==> config.mk <==
export PLATFORM = sky130hd
export DESIGN_NAME = serial_adder_flat
export DESIGN_NICKNAME = d
export VERILOG_FILES = /design/src/rtl/serial_adder_pkg.sv /design/src/rtl/serial_adder_if.sv /design/src/rtl/serial_adder_digit_adder.sv /design/src/rtl/serial_adder.sv /design/src/flat_wrapper.sv
export SDC_FILE = /design/constraint.sdc
export NUM_CORES = 1
export LEC_CHECK = 0
export ABC_AREA = 1
export ABC_CLOCK_PERIOD_IN_PS = 4100
export CAP_MARGIN = 20
export CELL_PAD_IN_SITES_DETAIL_PLACEMENT = 0
export CELL_PAD_IN_SITES_GLOBAL_PLACEMENT = 2
export CORE_ASPECT_RATIO = 0.7
export CORE_MARGIN = 2
export CORE_UTILIZATION = 27
export DETAILED_ROUTE_END_ITERATION = 6
export GPL_ROUTABILITY_DRIVEN = 1
export PLACE_DENSITY = 0.83
export SLEW_MARGIN = 15
export SYNTH_ARGS = -nofsm -noshare
export SYNTH_HDL_FRONTEND = slang
export SYNTH_SLANG_ARGS = --single-unit
==> constraint.sdc <==
create_clock -name clk -period 4.1 [get_ports clk]
set_clock_uncertainty 0.1 [all_clocks]
set_input_delay 0.82 -clock clk [delete_from_list [all_inputs] [get_ports clk]]
set_output_delay 0.82 -clock clk [all_outputs]
set_load 0.03 [all_outputs]
==> src/rtl/serial_adder_pkg.sv <==
// Shared constants, FSM state encoding and sizing helper for the digit-serial adder.
// Consumers: serial_adder_if, serial_adder, digit_adder.
package serial_adder_pkg;

    localparam int DEFAULT_WIDTH = 16;
    localparam int DEFAULT_DIGIT = 4;

    typedef enum logic [1:0] {
        IDLE = 2'd0,
        RUN  = 2'd1,
        DONE = 2'd2
    } state_t;

    // A single-digit configuration still needs a 1-bit counter to stay legal.
    function automatic int cnt_width(input int n);
        return (n > 1) ? $clog2(n) : 1;
    endfunction

endpackage

==> src/rtl/serial_adder_if.sv <==
// Request/result bundle of the serial adder; the sub select exists only when ADD_SUB_EN is defined.
interface serial_adder_if #(
    parameter int WIDTH = serial_adder_pkg::DEFAULT_WIDTH
);

    logic             start;
    logic [WIDTH-1:0] a;
    logic [WIDTH-1:0] b;
    logic             cin;
`ifdef ADD_SUB_EN
    logic             sub;
`endif
    logic             busy;
    logic             done;
    logic [WIDTH-1:0] s;
    logic             co;
    logic             ovf;

    modport master (
        output start, a, b, cin,
`ifdef ADD_SUB_EN
        output sub,
`endif
        input  busy, done, s, co, ovf
    );

    modport slave (
        input  start, a, b, cin,
`ifdef ADD_SUB_EN
        input  sub,
`endif
        output busy, done, s, co, ovf
    );

endinterface

==> src/rtl/serial_adder_digit_adder.sv <==
// DIGIT-bit ripple-carry adder built from full adders; also reports the carry into its MSB
// so the caller can derive signed overflow.
module digit_adder #(
    parameter int DIGIT = serial_adder_pkg::DEFAULT_DIGIT
) (
    input  logic [DIGIT-1:0] a,
    input  logic [DIGIT-1:0] b,
    input  logic             cin,
    output logic [DIGIT-1:0] sum,
    output logic             cout,
    output logic             cmsb
);

    logic [DIGIT:0] c;

    assign c[0] = cin;

    for (genvar i = 0; i < DIGIT; i++) begin : g_fa
        assign sum[i]  = a[i] ^ b[i] ^ c[i];
        assign c[i+1]  = (a[i] & b[i]) | (c[i] & (a[i] ^ b[i]));
    end

    assign cout = c[DIGIT];
    assign cmsb = c[DIGIT-1];

endmodule

==> src/rtl/serial_adder.sv <==
// Digit-serial adder: adds DIGIT bits per clock over WIDTH/DIGIT cycles.
// Define ADD_SUB_EN to add the sub port (a - b when sub=1).
module serial_adder
    import serial_adder_pkg::*;
#(
    parameter int WIDTH = DEFAULT_WIDTH,
    parameter int DIGIT = DEFAULT_DIGIT
) (
    input  logic           clk,
    input  logic           rst,
    serial_adder_if.slave  bus
);

    localparam int N     = WIDTH / DIGIT;
    localparam int CNT_W = cnt_width(N);

    state_t             state;
    logic [CNT_W-1:0]   cnt;
    logic               carry;
    logic [WIDTH-1:0]   a_reg;
    logic [WIDTH-1:0]   b_reg;
    logic [WIDTH-1:0]   s_reg;
    logic               co_reg;
    logic               ovf_reg;
    logic               busy_reg;
    logic               done_reg;

    logic [DIGIT-1:0]   a_dig;
    logic [DIGIT-1:0]   b_dig;
    logic [DIGIT-1:0]   sum_dig;
    logic               dig_cout;
    logic               dig_cmsb;
    logic               last_digit;
    logic [WIDTH-1:0]   b_eff;
    logic               c_init;

    // Subtraction is folded in at latch time: store ~b and force the first carry to 1.
`ifdef ADD_SUB_EN
    assign b_eff  = bus.sub ? ~bus.b : bus.b;
    assign c_init = bus.sub ? 1'b1 : bus.cin;
`else
    assign b_eff  = bus.b;
    assign c_init = bus.cin;
`endif

    always_comb begin
        a_dig = '0;
        b_dig = '0;
        for (int i = 0; i < N; i++) begin
            if (cnt == CNT_W'(i)) begin
                a_dig = a_reg[i*DIGIT +: DIGIT];
                b_dig = b_reg[i*DIGIT +: DIGIT];
            end
        end
    end

    assign last_digit = (cnt == CNT_W'(N - 1));

    digit_adder #(
        .DIGIT (DIGIT)
    ) u_digit (
        .a    (a_dig),
        .b    (b_dig),
        .cin  (carry),
        .sum  (sum_dig),
        .cout (dig_cout),
        .cmsb (dig_cmsb)
    );

    always_ff @(posedge clk) begin
        if (rst) begin
            state    <= IDLE;
            cnt      <= '0;
            carry    <= 1'b0;
            a_reg    <= '0;
            b_reg    <= '0;
            s_reg    <= '0;
            co_reg   <= 1'b0;
            ovf_reg  <= 1'b0;
            busy_reg <= 1'b0;
            done_reg <= 1'b0;
        end else begin
            case (state)
                IDLE, DONE: begin
                    done_reg <= 1'b0;
                    if (bus.start) begin
                        a_reg    <= bus.a;
                        b_reg    <= b_eff;
                        carry    <= c_init;
                        cnt      <= '0;
                        busy_reg <= 1'b1;
                        state    <= RUN;
                    end else begin
                        state    <= IDLE;
                    end
                end
                RUN: begin
                    for (int i = 0; i < N; i++) begin
                        if (cnt == CNT_W'(i)) begin
                            s_reg[i*DIGIT +: DIGIT] <= sum_dig;
                        end
                    end
                    carry <= dig_cout;
                    if (last_digit) begin
                        co_reg   <= dig_cout;
                        ovf_reg  <= dig_cmsb ^ dig_cout;
                        busy_reg <= 1'b0;
                        done_reg <= 1'b1;
                        state    <= DONE;
                    end else begin
                        cnt <= cnt + CNT_W'(1);
                    end
                end
                default: begin
                    state <= IDLE;
                end
            endcase
        end
    end

    assign bus.busy = busy_reg;
    assign bus.done = done_reg;
    assign bus.s    = s_reg;
    assign bus.co   = co_reg;
    assign bus.ovf  = ovf_reg;

endmodule

==> src/flat_wrapper.sv <==
// flat-port wrapper written by rule: the top's interface ports become plain ports
module serial_adder_flat import serial_adder_pkg::*;
#(
    parameter int WIDTH = DEFAULT_WIDTH,
    parameter int DIGIT = DEFAULT_DIGIT
)
  (clk, rst, bus_start, bus_a, bus_b, bus_cin, bus_busy, bus_done, bus_s, bus_co, bus_ovf);
  serial_adder_if #(.WIDTH(WIDTH)) bus_i ();
  input  logic clk;
  input  logic rst;
  input wire logic [$bits(bus_i.start)-1:0] bus_start;
  input wire logic [$bits(bus_i.a)-1:0] bus_a;
  input wire logic [$bits(bus_i.b)-1:0] bus_b;
  input wire logic [$bits(bus_i.cin)-1:0] bus_cin;
  output wire logic [$bits(bus_i.busy)-1:0] bus_busy;
  output wire logic [$bits(bus_i.done)-1:0] bus_done;
  output wire logic [$bits(bus_i.s)-1:0] bus_s;
  output wire logic [$bits(bus_i.co)-1:0] bus_co;
  output wire logic [$bits(bus_i.ovf)-1:0] bus_ovf;
  assign bus_i.start = bus_start;
  assign bus_i.a = bus_a;
  assign bus_i.b = bus_b;
  assign bus_i.cin = bus_cin;
  assign bus_busy = bus_i.busy;
  assign bus_done = bus_i.done;
  assign bus_s = bus_i.s;
  assign bus_co = bus_i.co;
  assign bus_ovf = bus_i.ovf;
  serial_adder #(.WIDTH(WIDTH), .DIGIT(DIGIT)) u_core (.clk(clk), .rst(rst), .bus(bus_i));
endmodule
### Word-level counts from Yosys, hierarchy flattened

Index checks and enable logic that the tools add are counted.

* register bits: 57
* input port bits: 36
* output and inout port bits: 20
* logic and storage cells: 77

* add/sub/neg operators: 1
* eq/ne operators: 8
* multiplexer cells: 21
* bitwise logic cells: 21
* reduce and logical (&&, ||, !) cells: 13

Operators by type and width (number)
* $mux W4: 8
* $reduce_and A2 Y1: 7
* $xor A1 B1 Y1: 9
* $and A1 B1 Y1: 8
* $pmux W2 S2: 2
* $eq A2 B2 Y1 const B: 3
* $mux W2: 3
* $pmux W1 S2: 3
* $reduce_and A3 Y1: 2
* $mux W1: 5
* $eq A2 B1 Y1 const B: 2
* $logic_not A2 Y1: 2
* $ne A2 B2 Y1 const B: 2
* $or A1 B1 Y1: 4
* $add A2 B1 Y2 const B: 1
* $ne A2 B1 Y1 const B: 1
* $reduce_bool A2 Y1: 1
* $reduce_or A2 Y1: 1

### Depth between registers and ports, before layout

* word-level depth: 15
* depth in mapped cells: 19
* mapped depth without buffers: 18

### Hierarchy

Synthesis repeated with hierarchy kept, for this count alone.

* cells, all modules: 352
* area total of the unflattened synthesis: 2529.9 um^2

By module, submodules not included
* serial_adder: instances 1, cells an instance 340, area an instance 2419.8 um^2, seq. area each 1141.1 um^2
* digit_adder: instances 1, cells an instance 12, area an instance 110.1 um^2, seq. area each 0.0 um^2

### Worst setup path after synthesis

Ideal clock, no wire load.

* path type: reg2reg
* from: register u_core.cnt[0]
* to: register u_core.s_reg[3], in the netlist u_core.bus.s[3]
* library setup time: 113 ps
* arrival: 2875 ps
* required time: 3887 ps
* path slack: 1012 ps
* stages on the path, launching flop included: 17
* path buffers: 1
* clock period less this slack: 3088 ps
* cell sequence: dfxtp_1 -> inv_1 -> ha_1 -> buf_4 -> clkinv_1 -> o21ai_0 -> o21ai_0 -> nand2_1 -> fa_1 -> inv_1 -> fa_1 -> inv_1 -> fa_1 -> inv_1 -> fa_1 -> nor2_1 -> nor2_1

* word-level cells in the longest chain between the ends: 13
* elaborated cells on any way between the ends: 27
* classes of those cells: 3 x eq/ne; 8 x mux; 14 x bitwise; 2 x reduce/logical

RTL lines
* start, declared: line serial_adder.sv:18 `logic [CNT_W-1:0] cnt;`
* start signal, assigned: line serial_adder.sv:111 `cnt <= cnt + CNT_W'(1);`
* $logic_not A2 Y1: line serial_adder.sv:50 `if (cnt == CNT_W'(i)) begin`
* $mux W4 (4 in series): line serial_adder.sv:50
* $xor A1 B1 Y1: line serial_adder_digit_adder.sv:20 `assign c[i+1] = (a[i] & b[i]) | (c[i] & (a[i] ^ b[i]));`
* $and A1 B1 Y1: line serial_adder_digit_adder.sv:20
* $or A1 B1 Y1: line serial_adder_digit_adder.sv:20
* $and A1 B1 Y1: line serial_adder_digit_adder.sv:20
* $or A1 B1 Y1: line serial_adder_digit_adder.sv:20
* $and A1 B1 Y1: line serial_adder_digit_adder.sv:20
* $or A1 B1 Y1: line serial_adder_digit_adder.sv:20
* $xor A1 B1 Y1 (*): line serial_adder_digit_adder.sv:19 `assign sum[i] = a[i] ^ b[i] ^ c[i];`
* via u_core.sum_dig[3]: line serial_adder.sv:30 `logic [DIGIT-1:0] sum_dig;`
* end signal, assigned by index: line serial_adder.sv:100 `s_reg[i*DIGIT +: DIGIT] <= sum_dig;`
* end, declared: line serial_adder.sv:22 `logic [WIDTH-1:0] s_reg;`

Mark *: on every way through the listed nets, which the timed path passes. The rest lies on a longest branch.
A chain may end at the register's enable or synchronous reset.

### Final worst setup path

* from: register u_core.cnt[0]
* to: register u_core.s_reg[7], in the netlist u_core.bus.s[7]

The elaborated chain is that of the path after synthesis.

==> results.sh <==
export IMPL_status="finished clean"
export IMPL_synth_area_per_cell_sq_um=6.92
export IMPL_h_tree_depth=3
export IMPL_sequentialPowerShare_pct=37.3
export IMPL_synthToLayoutAreaGrowth_pct=37.1
export IMPL_peakVddDrop_uv=194
export IMPL_num_vias=2313
export IMPL_hold_depth=2
export IMPL_viasPerCell=4.21
export IMPL_swShare_pct=28.6
export IMPL_worst_slack_ns=0.668
export IMPL_yosysTopAreaCell="dfxtp_1"
export IMPL_cts_sinks=57
export IMPL_ctsRootBufferMaster="clkbuf_16"
export IMPL_post_synth_top_area_fraction_pct=44.9
export IMPL_min_from="u_core.b_reg[6]"
export IMPL_ys_types=21
export IMPL_synth_area_top_cells="dfxtp_1 45%, nor2_1 14%, nand2_1 11%, o21ai_0 7.1%, inv_1 5.2%"
export IMPL_endpoint_kind="flop"
export IMPL_die_y_um=85.2
export IMPL_post_cts_resize_count=0
export IMPL_ff2ff_setup_slack_ns=0.67
export IMPL_drc=0
export IMPL_power_internal_mw=1.19
export IMPL_grt_antenna_before_repair=0
export IMPL_post_cts_repair_setup_buffers=0
export IMPL_fmax_ghz=0.291
export IMPL_grt_pass1_vias=2209
export IMPL_power_frac_comb_pct=19.0
export IMPL_tns_ns=0
export IMPL_slew_headroom_pct=54.8
export IMPL_min_path_type="flop to flop"
export IMPL_rsz0062_at_grt="false"
export IMPL_postCtsHoldBufs=0
export IMPL_cts_buffers=9
export IMPL_worstReg2RegEnd="u_core.bus.s[7]"
export IMPL_io_buffers=55
export IMPL_clk_path_buf_depth=2
export IMPL_insertion_delay_ns=0.33
export IMPL_wl_um=6700
export IMPL_rows=29
export IMPL_min_period_ns=3.43
export IMPL_clockPowerShare_pct=43.7
export IMPL_fin_nets=464
export IMPL_cts_tree="yes"
export IMPL_powerDensity_nw_per_um2=478
export IMPL_maxCapViolCount=0
export IMPL_drive_gt1_share_pct=5.65
export IMPL_critical_path_class="flop to flop"
export IMPL_grt_start_max_net_pins=43
export IMPL_synthCells=367
export IMPL_seq_area_frac_synth_pct=44.9
export IMPL_ios=56
export IMPL_drv_slew=0
export IMPL_hold_slack_ns=0.371
export IMPL_synth_net_count=411
export IMPL_finalHoldViolations=0
export IMPL_dieArea_sq_um=10200
export IMPL_wl_per_cell_um=12.2
export IMPL_r2r_start="u_core.cnt[0]"
export IMPL_placed_cells_incl_taps=533
export IMPL_ys_warn_count=0
export IMPL_crit_required_ns=4.22
export IMPL_final_cells=549
export IMPL_post_place_ws_ns=0.680
export IMPL_n_antenna_cell=0
export IMPL_die_w_um=120
export IMPL_syn_area_sq_um=2540
export IMPL_track_usage_pct=14.1
export IMPL_gp_congestion=0.825
export IMPL_start_util_pct=27.9
export IMPL_overflow=0
export IMPL_drt_iter0_markers=169
export IMPL_hpwlAfterDp_um=5040
export IMPL_grt_pass1_wl_um=11000
export IMPL_tightest_slew_ns=0.675
export IMPL_cp_arrival_ns=3.56
export IMPL_dr_pass1_iters=5
export IMPL_clkTransAtPathRegs_ns=0.05
export IMPL_ant_nets=0
export IMPL_setup_viol=0
export IMPL_coreArea_sq_um=9110
export IMPL_ys_seq_elements=57
export IMPL_p_leak_nw=1.53
export IMPL_reg2reg_depth=15
export IMPL_worstSetupStartpointType="flop"
export IMPL_cp_max_fo=10
export IMPL_net_switching_power_uw=476
export IMPL_fin_crit_sh_pct=83.7
export IMPL_min_to="u_core.b_reg[6]"
[how the worst max path moves through the flow]
stage / start / end / slack, ns / depth (start not counted)
global route: u_core.cnt[0] / u_core.bus.s[7] / 0.37 / 15
finish: u_core.cnt[0] / u_core.bus.s[7] / 0.67 / 15
floorplan: u_core.cnt[0] / u_core.bus.s[3] / 1.01 / 16
CTS: u_core.cnt[0] / u_core.bus.s[7] / 0.68 / 15
global placement: u_core.cnt[0] / u_core.bus.s[7] / 0.82 / 15
detailed placement: u_core.cnt[0] / u_core.bus.s[7] / 0.68 / 15
[logic make-up (layout without fill, tap and decap cells)]
family | count (synthesis) | count (layout) | synth area share (%)
AOI/OAI and AO/OA | 57 | 57 | 11.3
xor gates and xnor gates | 1 | 1 | 0.345
adders and majority gates | 8 | 8 | 5.12
buffers and inverters | 53 | 111 | 8.57
and+or+nand+nor | 191 | 191 | 29.7
DFF | 57 | 57 | 44.9
[critical path: stages, from the launching register on]
cell and delay (ns):
dfxtp_1 0.37, inv_1 0.10, ha_1 0.31, clkinv_1 0.21
o21ai_0 0.12, o21ai_0 0.21, nand2_1 0.10, fa_1 0.39
inv_1 0.07, fa_1 0.16, inv_1 0.05, fa_1 0.39
inv_1 0.08, fa_1 0.47, nor2_1 0.13, nor2_1 0.06
[power by group through the flow]
stage / sequential (mW) / clock [mW] / combinational, mW
floorplan: 0.644 / 0 / 0.188
global placement: 0.633 / 0 / 0.321
detailed placement: 0.633 / 0 / 0.321
CTS: 0.622 / 0.745 / 0.322
global route: 0.626 / 0.773 / 0.360
finish: 0.622 / 0.727 / 0.317
[Yosys cell counts]
master / count
xor2_1: 1
ha_1: 4
o21ai_1: 3
a21boi_0: 1
clkinv_1: 1
buf_4: 2
a21oi_1: 17
nor2_1: 95
or2_2: 1
nand3_2: 1
clkbuf_1: 4
nor2_4: 1
inv_1: 35
buf_2: 9
inv_2: 2
nand2_1: 76
nand3_1: 16
dfxtp_1: 57
nand2_2: 1
o21ai_0: 36
fa_1: 4
[layer usage]
| layer | global-route usage (%) | up-vias | share of wire (%) |
|---|---|---|---|
| met2 | 18.8 | 50 | 40 |
| met1 | 20.9 | 1009 | 54 |
| met4 | 5.56 | 0 | 1.9 |
| met5 | 0 | - | 0 |
| li1 | - | 1240 | - |
| met3 | 4.10 | 14 | 4.8 |
[metrics by stage]
stage | instance area [sq um] | power, mW | utilization, %
after floorplan | 2540 | 0.832 | -
after global placement | 3190 | 0.954 | 35.0
after detailed placement | 3190 | 0.954 | 35.0
after CTS | 3480 | 1.69 | 38.2
after global routing | 3480 | 1.76 | 38.2
final | 3480 | 1.67 | 38.2
[layout make-up]
type / count / area [sq um]
clock buffer: 9 / 225
fill: 1030 / 5620
multi-input combinational: 257 / 1180
timing repair buffer: 57 / 566
clock inverter: 7 / 71.3
sequential: 57 / 1140
inverter: 38 / 143
tap: 124 / 155
[layout by cell type, fill, tap and decap left out, types with 2 or more instances in the layout]
cell	n
o21ai_0	36
clkdlybuf4s50_1	55
dfxtp_1	57
clkbuf_16	9
nand3_1	16
clkinv_2	2
nand2_1	76
clkinvlp_4	3
fa_1	4
a21oi_1	17
inv_1	35
inv_2	2
buf_4	2
nor2_1	95
o21ai_1	3
ha_1	4
Power figures use the tool's default switching activity.
